## src/rtl/fphub_pkg.sv

```systemverilog
// rtl/fphub_pkg.sv - shared widths, beat type and shift helpers for the FPHUB normalizer
package fphub_pkg;

    localparam int M                   = 23;
    localparam int EXTRA_BITS_MANTISSA = 7;
    localparam int SIGN_MANTISSA_BIT   = 1;
    localparam int E                   = 8;
    localparam int MW                  = M + EXTRA_BITS_MANTISSA - SIGN_MANTISSA_BIT;
    localparam int SHIFT_WIDTH         = $clog2(MW - 1);

    // Shift-count MSB set means the LZD saw an all-zero magnitude.
    localparam logic [SHIFT_WIDTH:0] ZERO_SHIFT = {1'b1, {SHIFT_WIDTH{1'b0}}};
    localparam logic [SHIFT_WIDTH:0] MAX_SHIFT  = (SHIFT_WIDTH + 1)'(MW - 1);

    typedef struct packed {
        logic [MW-1:0] mant;
        logic [E-1:0]  exp;
        logic          sign;
        logic          zero;
        logic          uflow;
    } norm_beat_t;

    // A count beyond the magnitude width can only come from a zero magnitude.
    function automatic logic is_zero_shift(input logic [SHIFT_WIDTH:0] s);
        return ((s & ZERO_SHIFT) != '0) || (s > MAX_SHIFT);
    endfunction

endpackage

```

## src/rtl/fphub_normalizer_if.sv

```systemverilog
// rtl/fphub_normalizer_if.sv - upstream/downstream handshake bundle of the normalizer
interface fphub_normalizer_if;
    import fphub_pkg::*;

    logic                   in_valid;
    logic                   in_ready;
    logic [MW-1:0]          in_mant;
    logic [SHIFT_WIDTH:0]   in_shift_amt;
    logic [E-1:0]           in_exp;
    logic                   in_sign;

    logic                   out_valid;
    logic                   out_ready;
    logic [MW-1:0]          out_mant;
    logic [E-1:0]           out_exp;
    logic                   out_sign;
    logic                   out_zero;
    logic                   out_uflow;

    // Driver side: feeds input beats and consumes output beats.
    modport master (
        output in_valid, in_mant, in_shift_amt, in_exp, in_sign, out_ready,
        input  in_ready, out_valid, out_mant, out_exp, out_sign, out_zero, out_uflow
    );

    // Normalizer side.
    modport slave (
        input  in_valid, in_mant, in_shift_amt, in_exp, in_sign, out_ready,
        output in_ready, out_valid, out_mant, out_exp, out_sign, out_zero, out_uflow
    );

endinterface

```

## src/rtl/fphub_lshift.sv

```systemverilog
// rtl/fphub_lshift.sv - combinational logarithmic left barrel shifter, zero-filling LSBs
module fphub_lshift #(
    parameter int W  = 29,
    parameter int SW = 5
) (
    input  logic [W-1:0]  data_i,
    input  logic [SW-1:0] shift_i,
    output logic [W-1:0]  data_o
);

    logic [W-1:0] lvl [0:SW];

    assign lvl[0] = data_i;

    // Level k conditionally shifts by 2**k.
    for (genvar k = 0; k < SW; k++) begin : g_lvl
        assign lvl[k+1] = shift_i[k] ? (lvl[k] << (2 ** k)) : lvl[k];
    end

    assign data_o = lvl[SW];

endmodule

```

## src/rtl/fphub_normalizer.sv

```systemverilog
// rtl/fphub_normalizer.sv - two-stage normalize/flush pipeline after the leading-zero detector
module fphub_normalizer
    import fphub_pkg::*;
(
    input  logic              clk,
    input  logic              rst,
    fphub_normalizer_if.slave bus
);

    logic                   s1_valid_q, s1_valid_d;
    logic                   s2_valid_q, s2_valid_d;
    norm_beat_t             s1_q, s1_d;
    norm_beat_t             s2_q, s2_d;
    logic [SHIFT_WIDTH-1:0] s1_shift_q, s1_shift_d;

    logic                   adv1, adv2;
    logic                   in_zero;
    logic [E-1:0]           shift_ext;
    logic [MW-1:0]          shifted;

    assign adv2        = !s2_valid_q || bus.out_ready;
    assign adv1        = !s1_valid_q || adv2;
    assign bus.in_ready = adv1;

    assign in_zero   = is_zero_shift(bus.in_shift_amt);
    assign shift_ext = {{(E - SHIFT_WIDTH - 1){1'b0}}, bus.in_shift_amt};

    // Only the low bits matter: any count that sets the MSB is flushed as zero.
    fphub_lshift #(
        .W  (MW),
        .SW (SHIFT_WIDTH)
    ) u_lshift (
        .data_i  (s1_q.mant),
        .shift_i (s1_shift_q),
        .data_o  (shifted)
    );

    // Stage 1: capture the beat and precompute flags and adjusted exponent.
    always_comb begin
        s1_valid_d = adv1 ? bus.in_valid : s1_valid_q;
        s1_d       = s1_q;
        s1_shift_d = s1_shift_q;
        if (adv1 && bus.in_valid) begin
            s1_d.mant  = bus.in_mant;
            s1_d.exp   = bus.in_exp - shift_ext;
            s1_d.sign  = bus.in_sign;
            s1_d.zero  = in_zero;
            s1_d.uflow = !in_zero && (shift_ext >= bus.in_exp);
            s1_shift_d = bus.in_shift_amt[SHIFT_WIDTH-1:0];
        end
    end

    // Stage 2: apply the shift, or flush to +0 / signed underflow zero.
    always_comb begin
        s2_valid_d = adv2 ? s1_valid_q : s2_valid_q;
        s2_d       = s2_q;
        if (adv2 && s1_valid_q) begin
            s2_d = '0;
            if (s1_q.zero) begin
                s2_d.zero = 1'b1;
            end else if (s1_q.uflow) begin
                s2_d.sign  = s1_q.sign;
                s2_d.uflow = 1'b1;
            end else begin
                s2_d.mant = shifted;
                s2_d.exp  = s1_q.exp;
                s2_d.sign = s1_q.sign;
            end
        end
    end

    // Pipeline registers; reset discards any in-flight beats.
    always_ff @(posedge clk) begin
        if (rst) begin
            s1_valid_q <= 1'b0;
            s2_valid_q <= 1'b0;
            s1_q       <= '0;
            s2_q       <= '0;
            s1_shift_q <= '0;
        end else begin
            s1_valid_q <= s1_valid_d;
            s2_valid_q <= s2_valid_d;
            s1_q       <= s1_d;
            s2_q       <= s2_d;
            s1_shift_q <= s1_shift_d;
        end
    end

    assign bus.out_valid = s2_valid_q;
    assign bus.out_mant  = s2_q.mant;
    assign bus.out_exp   = s2_q.exp;
    assign bus.out_sign  = s2_q.sign;
    assign bus.out_zero  = s2_q.zero;
    assign bus.out_uflow = s2_q.uflow;

endmodule

```

## src/flat_wrapper.sv

```systemverilog
// flat-port wrapper written by rule: the top's interface ports become plain ports
module fphub_normalizer_flat import fphub_pkg::*;
  (clk, rst, bus_in_valid, bus_in_mant, bus_in_shift_amt, bus_in_exp, bus_in_sign, bus_out_ready, bus_in_ready, bus_out_valid, bus_out_mant, bus_out_exp, bus_out_sign, bus_out_zero, bus_out_uflow);
  fphub_normalizer_if bus_i ();
  input  logic clk;
  input  logic rst;
  input wire logic [$bits(bus_i.in_valid)-1:0] bus_in_valid;
  input wire logic [$bits(bus_i.in_mant)-1:0] bus_in_mant;
  input wire logic [$bits(bus_i.in_shift_amt)-1:0] bus_in_shift_amt;
  input wire logic [$bits(bus_i.in_exp)-1:0] bus_in_exp;
  input wire logic [$bits(bus_i.in_sign)-1:0] bus_in_sign;
  input wire logic [$bits(bus_i.out_ready)-1:0] bus_out_ready;
  output wire logic [$bits(bus_i.in_ready)-1:0] bus_in_ready;
  output wire logic [$bits(bus_i.out_valid)-1:0] bus_out_valid;
  output wire logic [$bits(bus_i.out_mant)-1:0] bus_out_mant;
  output wire logic [$bits(bus_i.out_exp)-1:0] bus_out_exp;
  output wire logic [$bits(bus_i.out_sign)-1:0] bus_out_sign;
  output wire logic [$bits(bus_i.out_zero)-1:0] bus_out_zero;
  output wire logic [$bits(bus_i.out_uflow)-1:0] bus_out_uflow;
  assign bus_i.in_valid = bus_in_valid;
  assign bus_i.in_mant = bus_in_mant;
  assign bus_i.in_shift_amt = bus_in_shift_amt;
  assign bus_i.in_exp = bus_in_exp;
  assign bus_i.in_sign = bus_in_sign;
  assign bus_i.out_ready = bus_out_ready;
  assign bus_in_ready = bus_i.in_ready;
  assign bus_out_valid = bus_i.out_valid;
  assign bus_out_mant = bus_i.out_mant;
  assign bus_out_exp = bus_i.out_exp;
  assign bus_out_sign = bus_i.out_sign;
  assign bus_out_zero = bus_i.out_zero;
  assign bus_out_uflow = bus_i.out_uflow;
  fphub_normalizer u_core (.clk(clk), .rst(rst), .bus(bus_i));
endmodule
```

## config.mk

```make
export PLATFORM = sky130hd
export DESIGN_NAME = fphub_normalizer_flat
export DESIGN_NICKNAME = d
export VERILOG_FILES = /design/src/rtl/fphub_pkg.sv /design/src/rtl/fphub_normalizer_if.sv /design/src/rtl/fphub_lshift.sv /design/src/rtl/fphub_normalizer.sv /design/src/flat_wrapper.sv
export SDC_FILE = /design/constraint.sdc
export NUM_CORES = 1
export LEC_CHECK = 0
export ABC_CLOCK_PERIOD_IN_PS = 2000
export BUFFER_PORTS_ARGS = -buffer_cell sky130_fd_sc_hd__buf_2
export CAP_MARGIN = 20
export CORE_MARGIN = 2
export CORE_UTILIZATION = 50
export DETAILED_ROUTE_END_ITERATION = 8
export GPL_TIMING_DRIVEN = 1
export PLACE_DENSITY = 0.76
export SLEW_MARGIN = 30
export SYNTH_ARGS = -nofsm -noshare
export SYNTH_HDL_FRONTEND = slang
export SYNTH_SLANG_ARGS = --single-unit
```

## constraint.sdc

```tcl
create_clock -name clk -period 2 [get_ports clk]
set_input_delay 0 -clock clk [delete_from_list [all_inputs] [get_ports clk]]
set_output_delay 0 -clock clk [all_outputs]
set_load 0.05 [all_outputs]
```

==> impl_metrics.env <==
export IMPL_gp_congestion=0.964
export IMPL_cts_buffer_depth=2
export IMPL_powerDensity_nw_per_um2=641
export IMPL_cts_root_buf="clkbuf_8"
export IMPL_clk_latency_ns=0.37
export IMPL_numCtsBuffers=9
export IMPL_die_w_um=103
export IMPL_layout_drive_gt1_share_pct=29.2
export IMPL_setup_slack_ns=0.0914
export IMPL_design_area_um2=6490
export IMPL_syn_area_per_cell_um2=8.69
export IMPL_power_leakage_uw=0.00265
export IMPL_arrival_ns=2.21
export IMPL_post_cts_buffers=0
export IMPL_worst_ep_required_time_ns=2.30
export IMPL_htreeDepth=3
export IMPL_start_util_pct=51.0
export IMPL_grt_use_total_pct=28.9
export IMPL_antenna_cells=0
export IMPL_syn_area_um2=4920
export IMPL_ir_worst_vdd_mv=0.315
export IMPL_min_path_type="in2reg"
export IMPL_routed_wl_um=15300
export IMPL_drt_iter0_drc=436
export IMPL_wire_per_inst_um=17.8
export IMPL_fin_crit_sh_pct=95.4
export IMPL_cp_end_kind="register"
export IMPL_vias_per_cell=5.87
export IMPL_ioPinCount=90
export IMPL_syn_inst=566
export IMPL_synth_seq_cells=87
export IMPL_rsz0062_at_grt="false"
export IMPL_clock_sinks=87
export IMPL_finalHoldViolations=0
export IMPL_cp_max_fo=20
export IMPL_synth_commonest_cells="nand2_1, dfxtp_1, a21oi_1, nor2_1, mux2i_1"
export IMPL_slew_headroom_pct=47.5
export IMPL_yosysWarnings=0
export IMPL_finalNonFillerCells=860
export IMPL_cap_violations=0
export IMPL_overflow=0
export IMPL_power_uw=4170
export IMPL_antenna_found_initial=0
export IMPL_hpwl_um=11000
export IMPL_portBuffers=89
export IMPL_synthDistinctLibCells=59
export IMPL_startpoint_type="register"
export IMPL_grt_pass1_vias=4608
export IMPL_fin_skew_ns=0.00597
export IMPL_layout_nets=777
export IMPL_grt_pass1_wl_um=23800
export IMPL_clk_pin_slew_ns=0.09
export IMPL_rows=36
export IMPL_synth_top_area_cell="dfxtp_1"
export IMPL_synth_seq_area_share_pct=35.4
export IMPL_synth_top_area_share_pct=35.4
export IMPL_first_pass_iters=5
export IMPL_die_h_um=103
export IMPL_fmax_ghz=0.524
export IMPL_dp_cells=803
export IMPL_post_route_util_pct=67.4
export IMPL_status="completed"
export IMPL_period_needed_ns=1.91
export IMPL_detail_route_antenna_nets=0
export IMPL_detailedPlace_worstSlack_ns=-0.121
export IMPL_synthTopCellsByArea="dfxtp_1, mux4_2, nand2_1, mux2i_1, a21oi_1"
export IMPL_drc=0
export IMPL_syn_nets=621
export IMPL_cts_tree="yes"
export IMPL_vias=5051
export IMPL_synth_most_common_cell="nand2_1"
export IMPL_grt_start_max_net_pins=48
export IMPL_synth_edff_count=0
export IMPL_die_area_um2=10600
export IMPL_setup_viol=0
export IMPL_fp_coreArea_um2=9640
export IMPL_synthArstFlopShare_pct=0
export IMPL_slew_viol_final=0
export IMPL_ys_flop_type="dfxtp_1"
export IMPL_area_delta_synth_final_pct=32.0
export IMPL_worstSetupPathType="reg2reg"
export IMPL_tightest_slew_ns=0.784
export IMPL_placed_cell_area_um2=5860
==> timing repair <==
action	CTS	global route
resized for setup	1	5
gates cloned	0	0
hold endpoints to repair	43	0
pin swaps	0	1
hold buffers	41	0
setup endpoints to repair	5	6
==> cell families after synthesis <==
kind of cell,synth area share (%)
and+or+nand+nor,19.2
buffers and inverters,4.83
adders and majority gates,1.93
muxes,18.9
AOI/OAI and AO/OA,19.7
DFF,35.4
==> cell type report <==
type	instances	area [um^2]
clock inverters	7	78.8
clock buffers	9	124
fillers	810	3140
inverters	10	37.5
repair buffers	190	1370
well taps	133	166
flip-flops and latches	87	1750
multi-input cells	424	2970
==> layer usage <==
layer,vias up,share of wire [%],global-route usage (%)
li1,2391,-,-
met1,2388,43,39.1
met2,236,47,47.0
met3,36,6.8,4.17
met4,0,2.7,11.2
met5,-,0,0
==> critical path, stage by stage (launching register included) <==
cell	delay [ns]
dfxtp_2	0.38
buf_12	0.17
nor2_1	0.53
a22oi_1	0.27
mux2i_1	0.24
a22oi_1	0.10
a31oi_1	0.15
==> registers in the layout, summed over array words and instances, names as in the netlist <==
name and cells:
u_core.s1_valid_q 1, u_core.s1_shift_q 5, u_core.bus.out_zero 1, u_core.s1_q 40, u_core.bus.out_uflow 1, u_core.bus.out_sign 1, u_core.bus.out_mant 29, u_core.bus.out_valid 1
u_core.bus.out_exp 8
==> placed cells by master, fill, tap and decap left out, types with 10 or more instances in the layout <==
master / instances
a21oi_1: 53
a22oi_1: 23
a32oi_1: 10
buf_2: 89
buf_4: 55
dfxtp_1: 83
dlygate4sd3_1: 41
mux2_2: 11
mux2i_1: 37
mux4_2: 19
nand2_1: 103
nor2_1: 40
nor3_1: 11
==> path summary, 6_finish.rpt <==
check / slack (ns) / start / to / cells after the start
setup / recovery: 0.09 / u_core.s1_shift_q[0] / u_core.bus.out_mant[28] / 6
hold / removal: 0.04 / bus_in_exp[0] / u_core.s1_q[3] / 4
setup reg to reg: 0.09 / u_core.s1_shift_q[0] / u_core.bus.out_mant[28] / 6
hold reg to reg: 0.45 / u_core.bus.out_mant[11] / u_core.bus.out_mant[11] / 2
==> through the flow <==
step	hold WS, ns	TNS, ns
2_1_floorplan	0.136	0
4_1_cts	0.0284	0
3_3_place_gp	0.238	0
6_report	0.0449	0
3_5_place_dp	0.245	-0.309
5_1_grt	0.0466	0
==> power by group <==
group	internal [uW]	total [uW]	switching [uW]
Combinational	446	990	544
Clock	587	1270	686
Sequential	1810	1900	88.9
No activity file was read; power rests on OpenSTA's default activity.
